==> config.mk <==
export PLATFORM = sky130hd
export DESIGN_NAME = fpu_multiplier
export DESIGN_NICKNAME = d
export VERILOG_FILES = /design/src/rtl/fpu_pkg.sv /design/src/rtl/fpu_unpack.sv /design/src/rtl/fpu_multiplier.sv
export SDC_FILE = /design/constraint.sdc
export NUM_CORES = 2
export LEC_CHECK = 0
export BUFFER_PORTS_ARGS = -buffer_cell sky130_fd_sc_hd__buf_2
export CAP_MARGIN = 5
export CELL_PAD_IN_SITES_DETAIL_PLACEMENT = 1
export CELL_PAD_IN_SITES_GLOBAL_PLACEMENT = 1
export CORE_MARGIN = 5
export CORE_UTILIZATION = 35
export CTS_BUF_LIST = sky130_fd_sc_hd__clkbuf_8
export DETAILED_ROUTE_END_ITERATION = 10
export HOLD_SLACK_MARGIN = 0.05
export PLACE_DENSITY = 0.72
export SLEW_MARGIN = 20
export SYNTH_ARGS = -nofsm -noshare
export SYNTH_HDL_FRONTEND = slang
export SYNTH_SLANG_ARGS = --single-unit
==> constraint.sdc <==
create_clock -name clk -period 19.1 [get_ports clk]
set_input_delay 3.82 -clock clk [delete_from_list [all_inputs] [get_ports clk]]
set_output_delay 3.82 -clock clk [all_outputs]
set_load 0.02 [all_outputs]
==> src/rtl/fpu_pkg.sv <==
// Shared types and constants for the binary32 multiplier: FSM states,
// IEEE-754 special encodings and the unpacked-operand record.
package fpu_pkg;

    typedef enum logic [3:0] {
        GET_A,
        GET_B,
        UNPACK,
        SPECIAL,
        NORM_A,
        NORM_B,
        MUL,
        NORM_1,
        NORM_2,
        ROUND,
        PACK,
        PUT_Z
    } fpu_state_t;

    localparam logic [31:0] FP_QNAN  = 32'h7FC00000;
    localparam logic [31:0] FP_INF   = 32'h7F800000;
    localparam int          EXP_BIAS = 127;
    localparam int          EXP_MIN  = -126;

    // 10-bit signed views of the exponent limits used by the datapath
    localparam logic signed [9:0] EXP_BIAS_W = 10'(EXP_BIAS);
    localparam logic signed [9:0] EXP_MIN_W  = 10'(EXP_MIN);
    localparam logic signed [9:0] EXP_MAX_W  = 10'(EXP_BIAS);

    typedef struct packed {
        logic              sign;
        logic signed [9:0] exp;
        logic [23:0]       mant;
    } fp_unpacked_t;

endpackage

==> src/rtl/fpu_unpack.sv <==
// Splits a binary32 word into sign / unbiased exponent / mantissa and flags
// NaN, infinity and zero. Honours FPU_MUL_DENORM_EN for the zero test.
module fpu_unpack
    import fpu_pkg::*;
(
    input  logic [31:0]  value,
    output fp_unpacked_t fields,
    output logic         is_nan,
    output logic         is_inf,
    output logic         is_zero
);

    logic [7:0]  exp_field;
    logic [22:0] frac;

    assign exp_field = value[30:23];
    assign frac      = value[22:0];

    always_comb begin
        fields.sign = value[31];
        if (exp_field == 8'h00) begin
            fields.exp  = EXP_MIN_W;
            fields.mant = {1'b0, frac};
        end else begin
            fields.exp  = $signed({2'b00, exp_field}) - EXP_BIAS_W;
            fields.mant = {1'b1, frac};
        end
    end

    assign is_nan = (exp_field == 8'hFF) && (frac != 23'd0);
    assign is_inf = (exp_field == 8'hFF) && (frac == 23'd0);

`ifdef FPU_MUL_DENORM_EN
    assign is_zero = (exp_field == 8'h00) && (frac == 23'd0);
`else
    // Without denormal support any zero-exponent operand collapses to zero
    assign is_zero = (exp_field == 8'h00);
`endif

endmodule

==> src/rtl/fpu_multiplier.sv <==
// Multi-cycle IEEE-754 binary32 multiplier with strobe/ack handshakes on A, B, Z.
// Define FPU_MUL_DENORM_EN for full denormal handling; otherwise denormals flush to zero.
module fpu_multiplier
    import fpu_pkg::*;
(
    input  logic        clk,
    input  logic        rst,
    input  logic [31:0] input_a,
    input  logic        input_a_stb,
    output logic        input_a_ack,
    input  logic [31:0] input_b,
    input  logic        input_b_stb,
    output logic        input_b_ack,
    output logic [31:0] output_z,
    output logic        output_z_stb,
    input  logic        output_z_ack
);

    fpu_state_t        state_reg, state_next;
    logic [31:0]       a_raw_reg, a_raw_next;
    logic [31:0]       b_raw_reg, b_raw_next;
    logic              a_ack_reg, a_ack_next;
    logic              b_ack_reg, b_ack_next;
    fp_unpacked_t      a_u_reg, a_u_next;
    fp_unpacked_t      b_u_reg, b_u_next;
    logic              z_sign_reg, z_sign_next;
    logic signed [9:0] z_e_reg, z_e_next;
    logic [23:0]       z_m_reg, z_m_next;
    logic              guard_reg, guard_next;
    logic              round_reg, round_next;
    logic              sticky_reg, sticky_next;
    logic              flush_reg, flush_next;
    logic [31:0]       z_out_reg, z_out_next;
    logic              z_stb_reg, z_stb_next;

    logic [31:0]       op_raw  [2];
    fp_unpacked_t      op_unp  [2];
    logic              op_nan  [2];
    logic              op_inf  [2];
    logic              op_zero [2];

    logic [47:0]       prod;
    logic              res_sign;

    assign op_raw[0] = a_raw_reg;
    assign op_raw[1] = b_raw_reg;

    genvar gi;
    generate
        for (gi = 0; gi < 2; gi++) begin : g_unpack
            fpu_unpack u_unpack (
                .value   (op_raw[gi]),
                .fields  (op_unp[gi]),
                .is_nan  (op_nan[gi]),
                .is_inf  (op_inf[gi]),
                .is_zero (op_zero[gi])
            );
        end
    endgenerate

    assign prod     = {24'd0, a_u_reg.mant} * {24'd0, b_u_reg.mant};
    assign res_sign = op_unp[0].sign ^ op_unp[1].sign;

    always_ff @(posedge clk or negedge rst) begin
        if (!rst) begin
            state_reg  <= GET_A;
            a_raw_reg  <= '0;
            b_raw_reg  <= '0;
            a_ack_reg  <= 1'b0;
            b_ack_reg  <= 1'b0;
            a_u_reg    <= '0;
            b_u_reg    <= '0;
            z_sign_reg <= 1'b0;
            z_e_reg    <= '0;
            z_m_reg    <= '0;
            guard_reg  <= 1'b0;
            round_reg  <= 1'b0;
            sticky_reg <= 1'b0;
            flush_reg  <= 1'b0;
            z_out_reg  <= '0;
            z_stb_reg  <= 1'b0;
        end else begin
            state_reg  <= state_next;
            a_raw_reg  <= a_raw_next;
            b_raw_reg  <= b_raw_next;
            a_ack_reg  <= a_ack_next;
            b_ack_reg  <= b_ack_next;
            a_u_reg    <= a_u_next;
            b_u_reg    <= b_u_next;
            z_sign_reg <= z_sign_next;
            z_e_reg    <= z_e_next;
            z_m_reg    <= z_m_next;
            guard_reg  <= guard_next;
            round_reg  <= round_next;
            sticky_reg <= sticky_next;
            flush_reg  <= flush_next;
            z_out_reg  <= z_out_next;
            z_stb_reg  <= z_stb_next;
        end
    end

    always_comb begin
        state_next  = state_reg;
        a_raw_next  = a_raw_reg;
        b_raw_next  = b_raw_reg;
        a_ack_next  = a_ack_reg;
        b_ack_next  = b_ack_reg;
        a_u_next    = a_u_reg;
        b_u_next    = b_u_reg;
        z_sign_next = z_sign_reg;
        z_e_next    = z_e_reg;
        z_m_next    = z_m_reg;
        guard_next  = guard_reg;
        round_next  = round_reg;
        sticky_next = sticky_reg;
        flush_next  = flush_reg;
        z_out_next  = z_out_reg;
        z_stb_next  = z_stb_reg;

        case (state_reg)
            GET_A: begin
                if (a_ack_reg && input_a_stb) begin
                    a_raw_next = input_a;
                    a_ack_next = 1'b0;
                    b_ack_next = 1'b1;
                    state_next = GET_B;
                end else begin
                    a_ack_next = 1'b1;
                end
            end
            GET_B: begin
                if (b_ack_reg && input_b_stb) begin
                    b_raw_next = input_b;
                    b_ack_next = 1'b0;
                    state_next = UNPACK;
                end else begin
                    b_ack_next = 1'b1;
                end
            end
            UNPACK: begin
                a_u_next   = op_unp[0];
                b_u_next   = op_unp[1];
                flush_next = 1'b0;
                state_next = SPECIAL;
            end
            SPECIAL: begin
                z_sign_next = res_sign;
                state_next  = PUT_Z;
                z_stb_next  = 1'b1;
                if (op_nan[0] || op_nan[1]) begin
                    z_out_next = FP_QNAN;
                end else if ((op_inf[0] && op_zero[1]) || (op_inf[1] && op_zero[0])) begin
                    z_out_next = FP_QNAN;
                end else if (op_inf[0] || op_inf[1]) begin
                    z_out_next = FP_INF | {res_sign, 31'd0};
                end else if (op_zero[0] || op_zero[1]) begin
                    z_out_next = {res_sign, 31'd0};
                end else begin
                    z_stb_next = 1'b0;
                    state_next = NORM_A;
                end
            end
            NORM_A: begin
                state_next = NORM_B;
`ifdef FPU_MUL_DENORM_EN
                if (!a_u_reg.mant[23]) begin
                    a_u_next.mant = {a_u_reg.mant[22:0], 1'b0};
                    a_u_next.exp  = a_u_reg.exp - 10'sd1;
                    state_next    = NORM_A;
                end
`endif
            end
            NORM_B: begin
                state_next = MUL;
`ifdef FPU_MUL_DENORM_EN
                if (!b_u_reg.mant[23]) begin
                    b_u_next.mant = {b_u_reg.mant[22:0], 1'b0};
                    b_u_next.exp  = b_u_reg.exp - 10'sd1;
                    state_next    = NORM_B;
                end
`endif
            end
            MUL: begin
                z_e_next    = a_u_reg.exp + b_u_reg.exp + 10'sd1;
                z_m_next    = prod[47:24];
                guard_next  = prod[23];
                round_next  = prod[22];
                sticky_next = |prod[21:0];
                state_next  = NORM_1;
            end
            NORM_1: begin
                // Both mantissas are normalised here, so at most one shift is ever needed
                if (!z_m_reg[23]) begin
                    z_m_next   = {z_m_reg[22:0], guard_reg};
                    guard_next = round_reg;
                    round_next = 1'b0;
                    z_e_next   = z_e_reg - 10'sd1;
                end
                state_next = NORM_2;
            end
            NORM_2: begin
                state_next = ROUND;
`ifdef FPU_MUL_DENORM_EN
                if (z_e_reg < EXP_MIN_W) begin
                    z_m_next    = {1'b0, z_m_reg[23:1]};
                    z_e_next    = z_e_reg + 10'sd1;
                    guard_next  = z_m_reg[0];
                    round_next  = guard_reg;
                    sticky_next = sticky_reg | round_reg;
                    state_next  = NORM_2;
                end
`else
                flush_next = (z_e_reg < EXP_MIN_W);
`endif
            end
            ROUND: begin
                if (guard_reg && (round_reg || sticky_reg || z_m_reg[0])) begin
                    if (z_m_reg == 24'hFFFFFF) begin
                        z_m_next = 24'h800000;
                        z_e_next = z_e_reg + 10'sd1;
                    end else begin
                        z_m_next = z_m_reg + 24'd1;
                    end
                end
                state_next = PACK;
            end
            PACK: begin
                if (flush_reg) begin
                    z_out_next = {z_sign_reg, 31'd0};
                end else if (z_e_reg > EXP_MAX_W) begin
                    z_out_next = FP_INF | {z_sign_reg, 31'd0};
                end else if ((z_e_reg == EXP_MIN_W) && !z_m_reg[23]) begin
                    z_out_next = {z_sign_reg, 8'h00, z_m_reg[22:0]};
                end else begin
                    z_out_next = {z_sign_reg, 8'(z_e_reg + EXP_BIAS_W), z_m_reg[22:0]};
                end
                z_stb_next = 1'b1;
                state_next = PUT_Z;
            end
            PUT_Z: begin
                if (z_stb_reg && output_z_ack) begin
                    z_stb_next = 1'b0;
                    a_ack_next = 1'b1;
                    state_next = GET_A;
                end
            end
            default: begin
                state_next = GET_A;
            end
        endcase
    end

    assign input_a_ack  = a_ack_reg;
    assign input_b_ack  = b_ack_reg;
    assign output_z     = z_out_reg;
    assign output_z_stb = z_stb_reg;

endmodule

==> flow_metrics.env <==
export IMPL_cts_tree="yes"
export IMPL_ctsHoldBuffers=0
export IMPL_critPathMaxStageDelay_ps=970
export IMPL_ys_top_cells_by_count="583 x inv_1, 552 x nand2_1, 484 x fa_1, 289 x and2_1, 208 x dfrtp_1"
export IMPL_synth_edf_count=0
export IMPL_finalSetupViolCount=0
export IMPL_crit_path_end_kind="register"
export IMPL_required_ps=19560
export IMPL_yosys_top_cells_area="fa_1 33%, dfrtp_1 18%, ha_1 8.4%"
export IMPL_gp_congestion=0.857
export IMPL_dp_hpwl_um=66800
export IMPL_synth_top_family_by_area="adder cells"
export IMPL_fin_tns_setup_ps=0
export IMPL_antenna_found_initial=1
export IMPL_htree_num_levels=2
export IMPL_drive_gt1_share_pct=8.81
export IMPL_clock_sinks=208
export IMPL_io_pins=104
export IMPL_routed_via_density=5.08
export IMPL_die_h_um=300
export IMPL_synth_cell_area_sq_um=29500
export IMPL_maxSlewHeadroom_pct=23.9
export IMPL_timing_max_cap_violations=0
export IMPL_drc=0
export IMPL_yosys_register_bits=208
export IMPL_cp_start_kind="register"
export IMPL_port_buffers=103
export IMPL_fmax_mhz=125
export IMPL_cts_setup_buffers=0
export IMPL_fin_crit_sh_pct=41.7
export IMPL_synth_async_reset_ratio_pct=100
export IMPL_min_path_type="reg2reg"
export IMPL_criticalPathCategory="reg2reg"
export IMPL_syn_num_nets=4042
export IMPL_synth_adder_area_share_pct=41.2
export IMPL_cp_max_fo=25
export IMPL_cts_made_buffers=40
export IMPL_dieArea_sq_um=90200
export IMPL_synth_top_area_cell="fa_1"
export IMPL_tightest_slew_ps=1140
export IMPL_syn_avg_cell_area_sq_um=8.97
export IMPL_synth_mux_area_share_pct=2.54
export IMPL_cts_root_buffer="clkbuf_8"
export IMPL_grt_usage_pct=19.4
export IMPL_critPathArrivalTime_ps=8430
export IMPL_ys_seq_area_share_pct=17.6
export IMPL_final_antenna_net_count=0
export IMPL_slowest_stage="dfrtp_1"
export IMPL_cts_path_max_buffers=3
export IMPL_routed_wl_um=87000
export IMPL_synthCells=3291
export IMPL_layout_min_cycle_time_ps=7970
export IMPL_clock_skew_ps=40.8
export IMPL_synth_compound_area_share_pct=9.02
export IMPL_start_util_pct=35.3
export IMPL_num_vias=22686
export IMPL_drt_iter0_drc=1103
export IMPL_grt_pass1_wl_um=140000
export IMPL_synth_xor_area_share_pct=2.02
export IMPL_critical_path_most_common_cell="inv_1"
export IMPL_crit_chain="nand2_1 -> fa_1 -> inv_1 -> fa_1 -> inv_1 -> fa_1 -> inv_1 -> fa_1 -> inv_1 -> fa_1 -> inv_1 -> fa_1 -> inv_1 -> fa_1 -> inv_1 -> ha_1 -> inv_1 -> a2111oi_0 -> nand3_1 -> nor4_1 -> nand4_1 -> or4_1 -> nor4_1 -> a21oi_1"
export IMPL_yosys_warnings=0
export IMPL_status="finished, final reports clean"
export IMPL_grt_max_degree=89
export IMPL_die_width_um=300
export IMPL_core_sq_um=83700
export IMPL_synth_top_cell_area_share_pct=32.8
export IMPL_clk_pin_slew_ps=80
export IMPL_final_max_slew_violation_count=0
export IMPL_fin_nets=4048
export IMPL_rows=106
export IMPL_rsz0062_at_grt="no"
export IMPL_ff2ff_path_depth=24
export IMPL_finalHoldViolCount=0
export IMPL_synthSimpleGateAreaFrac_pct=17.7
export IMPL_grt_pass1_vias=25269
export IMPL_area_growth_pct=8.58
export IMPL_clk_latency_ps=620
export IMPL_ys_flop_type="dfrtp_1"
export IMPL_synth_cell_type_count=77
export IMPL_grt_ovfl_total=0
export IMPL_drtPass1Iterations=7
export IMPL_yosysMostFrequentCell="inv_1"
export IMPL_cts_resized=0
export IMPL_wl_per_cell_um=19.5
export IMPL_holdPathStages=2
-- layer usage --
metal	GRT usage, %	part of all wire, %	wire (um)	vias to the layer above
li1	-	-	-	10277
met1	24.0	41	35700	11792
met3	2.16	3.3	2870	156
met2	35.5	52	45400	461
met4	6.26	3.5	3050	0
met5	0	0	0	-
-- final cells by class --
class / count / area, sq um
inverters: 583 / 2190
clock buffers: 52 / 716
multi-input cells: 2319 / 21400
repair buffers: 145 / 853
well taps: 1134 / 1420
clock inverters: 20 / 235
flip-flops and latches: 208 / 5200
fillers: 9827 / 51600
diodes: 1 / 2.50
-- layout by cell type, fill, tap and decap left out, drive strengths merged, types with 5 or more instances in the layout --
cell type    n
nor2        78
nor4        24
nand2b       7
nand4       22
a31oi       12
o21a         9
mux2        62
o21bai      14
nor2b        9
nand3       34
o211ai      19
xnor2       37
dfrtp      208
and4         7
ha         198
o21ai      116
xor2        31
buf        145
a22oi        6
a22o        23
bufinv       5
nand2      552
fa         484
o31ai       11
mux2i        5
a21oi      105
a211oi       9
and3        17
a221oi       8
inv        592
a21o        28
nor3        34
or3          8
clkbuf      52
and2       290
-- kinds of logic (layout without fill, tap and decap cells) --
family,Yosys count,count (layout)
buffers and inverters,764,800
XOR/XNOR,68,68
adder cells (fa/ha/maj),682,682
flip-flops,208,208
multiplexers,67,67
AND/OR/NAND/NOR,1092,1092
AO/OA/AOI/OAI,410,410
other,0,1
-- worst paths after layout --
| check | to | start | slack, ps |
|---|---|---|---|
| max | sticky_reg | a_u_reg[13] | 11130 |
| max in group asynchronous | output_z[13] | rst | 13690 |
| max reg2reg | sticky_reg | a_u_reg[13] | 11130 |
| min | b_u_reg[10] | b_u_reg[10] | 470 |
| min reg2reg | b_u_reg[10] | b_u_reg[10] | 470 |
| min in group asynchronous | b_raw_reg[18] | rst | 3240 |
-- stage by stage --
stage	hold slack (ps)	area [sq um]	utilization, %	cells	setup slack [ps]
2_1_floorplan	453	29500	-	3291	12410
3_3_place_gp	459	31100	37.1	4388	11240
3_5_place_dp	463	31100	37.1	4388	11190
4_1_cts	478	32000	38.3	4460	11130
5_1_grt	491	32000	38.3	4462	10610
6_report	475	32000	38.3	4462	11130
-- worst max-delay path, delay by kind of cell, from the launching register on --
kind,cells,cell delay (ps)
adders and majority gates,8,4050
and+or+nand+nor,6,1690
DFF,1,970
buffers and inverters,8,530
AOI/OAI and AO/OA,2,550
Power is not shown: default switching activity piles up to over one toggle a cycle in this logic, so the estimate is an artifact.
